===== config.mk =====
export PLATFORM = sky130hd
export DESIGN_NAME = prog_mem_loader
export DESIGN_NICKNAME = d
export VERILOG_FILES = /design/src/rtl/prog_mem_loader_pkg.sv /design/src/rtl/prog_mem_loader_ram_sp_async.sv /design/src/rtl/prog_mem_loader.sv
export SDC_FILE = /design/constraint.sdc
export NUM_CORES = 2
export LEC_CHECK = 0
export CAP_MARGIN = 30
export CORE_UTILIZATION = 53
export DETAILED_ROUTE_END_ITERATION = 7
export GPL_TIMING_DRIVEN = 0
export PLACE_DENSITY = 0.68
export REMOVE_ABC_BUFFERS = 1
export SKIP_CTS_REPAIR_TIMING = 1
export SLEW_MARGIN = 0
export SYNTH_ARGS = -nofsm -noshare
export SYNTH_HDL_FRONTEND = slang
export SYNTH_SLANG_ARGS = --single-unit

===== constraint.sdc =====
create_clock -name clk -period 13.8 [get_ports clk]
set_input_delay 3.45 -clock clk [delete_from_list [all_inputs] [get_ports clk]]
set_output_delay 3.45 -clock clk [all_outputs]
set_load 0.01 [all_outputs]

===== src/rtl/prog_mem_loader_pkg.sv =====
// ---------------------------------------------------------------------------
// prog_mem_loader_pkg
//   Shared definitions for the program/data memory boot loader:
//   loader FSM state encoding, processor rw polarity and default
//   address/data widths matching the 8-bit accumulator processor.
// ---------------------------------------------------------------------------
package prog_mem_loader_pkg;

    localparam int unsigned AW_DEF = 8;
    localparam int unsigned DW_DEF = 16;

    // Loader FSM: header byte, high data byte, low data byte, processor run
    typedef enum logic [1:0] {
        ST_HDR = 2'd0,
        ST_HI  = 2'd1,
        ST_LO  = 2'd2,
        ST_RUN = 2'd3
    } state_t;

    localparam logic RW_READ  = 1'b1;
    localparam logic RW_WRITE = 1'b0;

endpackage


===== src/rtl/prog_mem_loader_ram_sp_async.sv =====
// ---------------------------------------------------------------------------
// ram_sp_async
//   DEPTH x DW memory, one synchronous write port, one asynchronous read port.
//   Contents are never reset.
// Ports:
//   i_clk    write clock (rising edge)
//   i_we     write enable
//   i_waddr  write address
//   i_wdata  write data
//   i_raddr  read address
//   o_rdata  read data (combinational from i_raddr)
// ---------------------------------------------------------------------------
module ram_sp_async #(
    parameter int unsigned AW    = 8,
    parameter int unsigned DW    = 16,
    parameter int unsigned DEPTH = 256
) (
    input  logic          i_clk,
    input  logic          i_we,
    input  logic [AW-1:0] i_waddr,
    input  logic [DW-1:0] i_wdata,
    input  logic [AW-1:0] i_raddr,
    output logic [DW-1:0] o_rdata
);

    logic [DW-1:0] r_mem [DEPTH];

    always_ff @(posedge i_clk) begin
        if (i_we) begin
            r_mem[i_waddr] <= i_wdata;
        end
    end

    assign o_rdata = r_mem[i_raddr];

endmodule


===== src/rtl/prog_mem_loader.sv =====
// ---------------------------------------------------------------------------
// prog_mem_loader
//   Program/data memory plus byte-serial boot loader for the 8-bit
//   accumulator processor. After reset it receives a header byte N
//   (0 means DEPTH) followed by N {hi, lo} byte pairs, writing words from
//   address 0 upward while holding the processor in clear. It then
//   releases the processor and serves its reads/writes until ld_reload.
// Ports:
//   clk         system clock, rising edge
//   clr         asynchronous active-low reset
//   ld_valid    load byte valid
//   ld_data     load byte
//   ld_ready    loader can accept a byte (low in RUN)
//   ld_reload   request new program load (sampled in RUN only)
//   cpu_adrs    processor address
//   cpu_rw      processor rw: 1 = read, 0 = write
//   cpu_dout    processor write data
//   cpu_din     word returned to processor (zero outside RUN)
//   cpu_clr     registered active-low clear to processor
//   load_done   high while in RUN
//   load_count  words written by current/last load
// ---------------------------------------------------------------------------
module prog_mem_loader
    import prog_mem_loader_pkg::*;
#(
    parameter int unsigned AW    = AW_DEF,
    parameter int unsigned DW    = DW_DEF,
    parameter int unsigned DEPTH = 2**AW
) (
    input  logic          clk,
    input  logic          clr,
    input  logic          ld_valid,
    input  logic [7:0]    ld_data,
    output logic          ld_ready,
    input  logic          ld_reload,
    input  logic [AW-1:0] cpu_adrs,
    input  logic          cpu_rw,
    input  logic [7:0]    cpu_dout,
    output logic [DW-1:0] cpu_din,
    output logic          cpu_clr,
    output logic          load_done,
    output logic [AW:0]   load_count
);

    state_t        r_state;
    logic [AW:0]   r_n;
    logic [AW:0]   r_count;
    logic [AW-1:0] r_addr;
    logic [7:0]    r_hi;
    logic          r_cpu_clr;
    logic          r_load_done;

    logic          w_run;
    logic          w_xfer;
    logic [AW:0]   w_count_nxt;
    logic [AW:0]   w_hdr_n;
    logic          w_we;
    logic [AW-1:0] w_waddr;
    logic [DW-1:0] w_wdata;
    logic [DW-1:0] w_rdata;

    assign w_run       = (r_state == ST_RUN);
    assign ld_ready    = !w_run;
    assign w_xfer      = ld_valid && ld_ready;
    assign w_count_nxt = r_count + 1'b1;
    // Header value 0 encodes a full-memory load
    assign w_hdr_n     = (ld_data == 8'd0) ? (AW+1)'(DEPTH) : (AW+1)'(ld_data);

    always_ff @(posedge clk or negedge clr) begin
        if (!clr) begin
            r_state     <= ST_HDR;
            r_n         <= '0;
            r_count     <= '0;
            r_addr      <= '0;
            r_hi        <= '0;
            r_cpu_clr   <= 1'b0;
            r_load_done <= 1'b0;
        end else begin
            case (r_state)
                ST_HDR: begin
                    if (w_xfer) begin
                        r_n     <= w_hdr_n;
                        r_addr  <= '0;
                        r_count <= '0;
                        r_state <= ST_HI;
                    end
                end
                ST_HI: begin
                    if (w_xfer) begin
                        r_hi    <= ld_data;
                        r_state <= ST_LO;
                    end
                end
                ST_LO: begin
                    if (w_xfer) begin
                        r_addr  <= r_addr + 1'b1;
                        r_count <= w_count_nxt;
                        // cpu_clr/load_done are set together with the RUN
                        // transition so they rise on the same edge
                        if (w_count_nxt == r_n) begin
                            r_state     <= ST_RUN;
                            r_cpu_clr   <= 1'b1;
                            r_load_done <= 1'b1;
                        end else begin
                            r_state <= ST_HI;
                        end
                    end
                end
                ST_RUN: begin
                    if (ld_reload) begin
                        r_state     <= ST_HDR;
                        r_cpu_clr   <= 1'b0;
                        r_load_done <= 1'b0;
                    end
                end
                default: r_state <= ST_HDR;
            endcase
        end
    end

    // Single write port: loader owns it outside RUN, processor inside RUN
    always_comb begin
        w_we    = 1'b0;
        w_waddr = r_addr;
        w_wdata = DW'({r_hi, ld_data});
        if (w_run) begin
            w_we    = (cpu_rw == RW_WRITE);
            w_waddr = cpu_adrs;
            w_wdata = DW'(cpu_dout);
        end else if (r_state == ST_LO) begin
            w_we = w_xfer;
        end
    end

    ram_sp_async #(
        .AW    (AW),
        .DW    (DW),
        .DEPTH (DEPTH)
    ) u_ram (
        .i_clk   (clk),
        .i_we    (w_we),
        .i_waddr (w_waddr),
        .i_wdata (w_wdata),
        .i_raddr (cpu_adrs),
        .o_rdata (w_rdata)
    );

    assign cpu_din    = w_run ? w_rdata : '0;
    assign cpu_clr    = r_cpu_clr;
    assign load_done  = r_load_done;
    assign load_count = r_count;

endmodule

==> metrics.md <==
| Metric | Value |
|---|---|
| Min setup slack post-route | `0.383 ns` |
| Die Y | `551 um` |
| Chip width | `551 um` |
| Unrepaired setup endpoints after global routing | `no` |
| Max_cap viols | `0` |
| First-pass detailed-route iteration total | `6` |
| Post-Route Utilization | `61.5%` |
| # DRC | `0` |
| Maximum vdd ir drop | `157 uV` |
| CP peak stage delay | `0.82 ns` |
| Clock Sinks | `4133` |
| Worst slew margin | `25.6%` |
| Place WS | `-0.154 ns` |
| Met3 Usage GRT | `6.74%` |
| Mapped Cells | `7606` |
| Grt ovf | `0` |
| Worst reg2reg setup slack | `7.49 ns` |
| Critical Path Fanout Max | `117` |
| Crit path DAT | `9.97 ns` |
| Worst hold path startpoint | `r_hi[3]$_DFFE_PN0P_` |
| Design area | `184000 um2` |
| # setup viols final | `0` |
| Vias post-DR | `82700` |
| Clock Tree Root | `clkbuf_16` |
| H-tree Lvls | `5` |
| R2R depth | `8` |
| Post-Route Skew | `0.0788 ns` |
| Final-stage net count | `8072` |
| Clock-pin slew on the worst setup and hold paths | `0.06 ns` |
| Crit start category | `input pin` |
| Share of the clock period used by the worst path | `97.2%` |
| Gp weighted congestion | `0.840` |
| Post-synthesis cell area | `160000 um2` |
| Mean post-synth cell area | `21.0 um2` |
| Cells after DPL | `11600` |
| Post-synth EDFFs | `4096` |
| Core area | `300000 um2` |
| Area Growth Syn to Fin | `15.3%` |
| Fin. Hold Viols | `0` |
| Worst hold path class | `reg2reg` |
| WL/cell | `35.7 um` |
| Fraction of layout cells with a size suffix above 1 | `26.1%` |
| PortBufs | `56` |
| WHS Path Cells | `1` |
| R2r startpoint | `r_state[1]$_DFFE_PN0P_` |
| Power Density | `162 nW/um2` |
| Row cnt | `201` |
| Register area share after synthesis | `77.5%` |
| Final min period | `13.42 ns` |
| CTS tree | `built` |
| GRT Resource Usage Total | `29.0%` |
| Pin count of the biggest net entering global routing | `118` |
| Initial antenna violation count | `32` |
| Initial core utilization | `53.3%` |
| WHS | `0.525 ns` |
| I/O pin total | `57` |
| Global-route wire length before repair | `615000 um` |
| Met2 Track Usage GR | `45.3%` |
| Global route hottest layer | `met2` |
| Die Area | `304000 um2` |
| Residual antenna-violating net count after detailed routing | `0` |
| Worst setup EP type | `output port` |
| Yosys warns | `0` |
| Reg2reg end | `u_ram.r_mem[83][12]$_DFFE_PP_` |
| GR met1 Demand/Resource | `39.1%` |
| Number of global-route vias before repair | `80700` |
| Initial DRC count | `12300` |
| Ys flop type | `edfxtp_1` |
| Worst slew pin tran | `1.12 ns` |
| CTS Buf Count | `410` |
| Vias per inst | `6.69` |
| WP data required | `10.35 ns` |
| Later-pin clock latency in the skew report | `1.00 ns` |
| Tot Pwr | `29.9 mW` |
| Setup TNS Final | `0 ns` |
| Placed Area | `171000 um2` |
| Crit path cell chain | `buf_16 -> buf_16 -> buf_16 -> buf_16 -> buf_16 -> mux4_2 -> mux4_2 -> a22o_1 -> nor4_1 -> nand4_1 -> clkdlybuf4s50_1` |
| #FFs+latches synth | `4133` |
| Fin. max-slew vios | `0` |
| Slowest stage cell, crit path | `nor4_1` |
| Min-Delay Endpoint | `r_hi[3]$_DFFE_PN0P_` |
| Async SR Flop Fraction | `0.895%` |
| Distinct cell type count of the synthesized netlist | `74` |
| Status | `finished, final reports clean` |
| DP Wirelength | `275000 um` |
| Critical path class | `in2out` |
| CP dominant cell by count | `buf_16` |
| Peak Freq | `74.5 MHz` |
| Leak | `58.7 nW` |
| Non-filler cells, final | `12400` |
| Max Buffers Root-to-Sink | `4` |
| WL final | `441000 um` |
[cell families (layout without fill, tap and decap cells)]
family,Yosys count,after routing,share of synthesized area (%)
mux,1381,1381,15.2
compound gates,785,785,3.37
simple gates,836,836,2.27
flops,4133,4133,77.5
buf+inv,453,1230,1.54
other cells,0,19,0
fa+ha+maj,2,2,0.0156
xor+xnor,16,16,0.0876
[layout make-up]
| class | instances | area (um2) |
|---|---|---|
| diodes | 19 | 47.5 |
| clock buffers | 503 | 10600 |
| clock inverters | 251 | 2400 |
| fillers | 19900 | 116000 |
| inverters | 10 | 52.6 |
| multi-input cells | 3020 | 34600 |
| flip-flops and latches | 4133 | 124000 |
| well taps | 3958 | 4950 |
| repair buffers | 466 | 7920 |
[synth_stat cells (all sizes together) (15+ instances only)]
cell / number / area, um2
nor2: 367 / 1380
nand2: 231 / 867
clkbuf: 185 / 694
a221oi: 17 / 149
a32oi: 18 / 158
mux4: 840 / 18900
buf: 258 / 1720
a31oi: 30 / 188
nand3: 92 / 460
edfxtp: 4096 / 123000
a21o: 16 / 120
o22ai: 116 / 726
mux2: 42 / 473
and2: 30 / 188
nor3: 18 / 90.1
a22oi: 58 / 435
o21ai: 117 / 586
o211ai: 16 / 120
a21oi: 141 / 706
a211oi: 15 / 113
mux2i: 499 / 4990
o221ai: 138 / 1210
dfrtp: 37 / 926
nor4: 17 / 106
nand4: 21 / 131
[flip-flops by register name (all words and copies together), names as in the netlist]
signal / flops
r_hi: 8
r_state: 2
load_count: 9
load_done: 1
u_ram.r_mem: 4096
r_n: 9
r_addr: 8
[placed cells by master (no fill, tap or decap), types with 58 or more instances in the layout]
master,n
o221ai_1,138
clkbuf_16,412
nand3_1,92
edfxtp_1,4096
nand2_1,205
mux4_2,840
nor2_2,260
o21ai_0,113
mux2i_1,499
a22oi_1,58
a21oi_1,141
nor2_1,102
clkbuf_1,92
o22ai_1,116
buf_16,118
clkinv_1,106
clkinv_2,74
buf_8,205
[worst max-delay path: cells and delay by family]
kind | cells | cell delay (ns)
buffers and inverters | 6 | 2.90
multiplexers | 2 | 1.27
AND/OR/NAND/NOR | 2 | 1.32
AO/OA/AOI/OAI | 1 | 0.34
[how the worst max path moves through the flow]
stage                           start           to  slack [ns]  depth (start not counted)
after floorplan           cpu_adrs[2]   cpu_din[5]        2.55                          7
after global placement    cpu_adrs[0]   cpu_din[2]     -101.66                          8
after detailed placement  cpu_adrs[0]   cpu_din[1]       -0.15                         12
after CTS                 cpu_adrs[0]   cpu_din[1]       -0.18                         12
after global routing      cpu_adrs[0]  cpu_din[13]         0.1                         11
final                     cpu_adrs[0]  cpu_din[13]        0.38                         11
[where the power goes]
part	leakage (nW)	internal (mW)	switching, mW
Sequential	37.5	15.4	0.0588
Clock	6.32	6.07	4.77
Combinational	14.9	0.855	2.72
[per-layer routing]
| layer | vias to the layer above | wire, um |
|---|---|---|
| met4 | 10 | 24100 |
| met3 | 957 | 48700 |
| met5 | - | 67 |
| li1 | 32800 | - |
| met1 | 43500 | 160000 |
| met2 | 5414 | 208000 |
(Power assumes the default switching activity.)
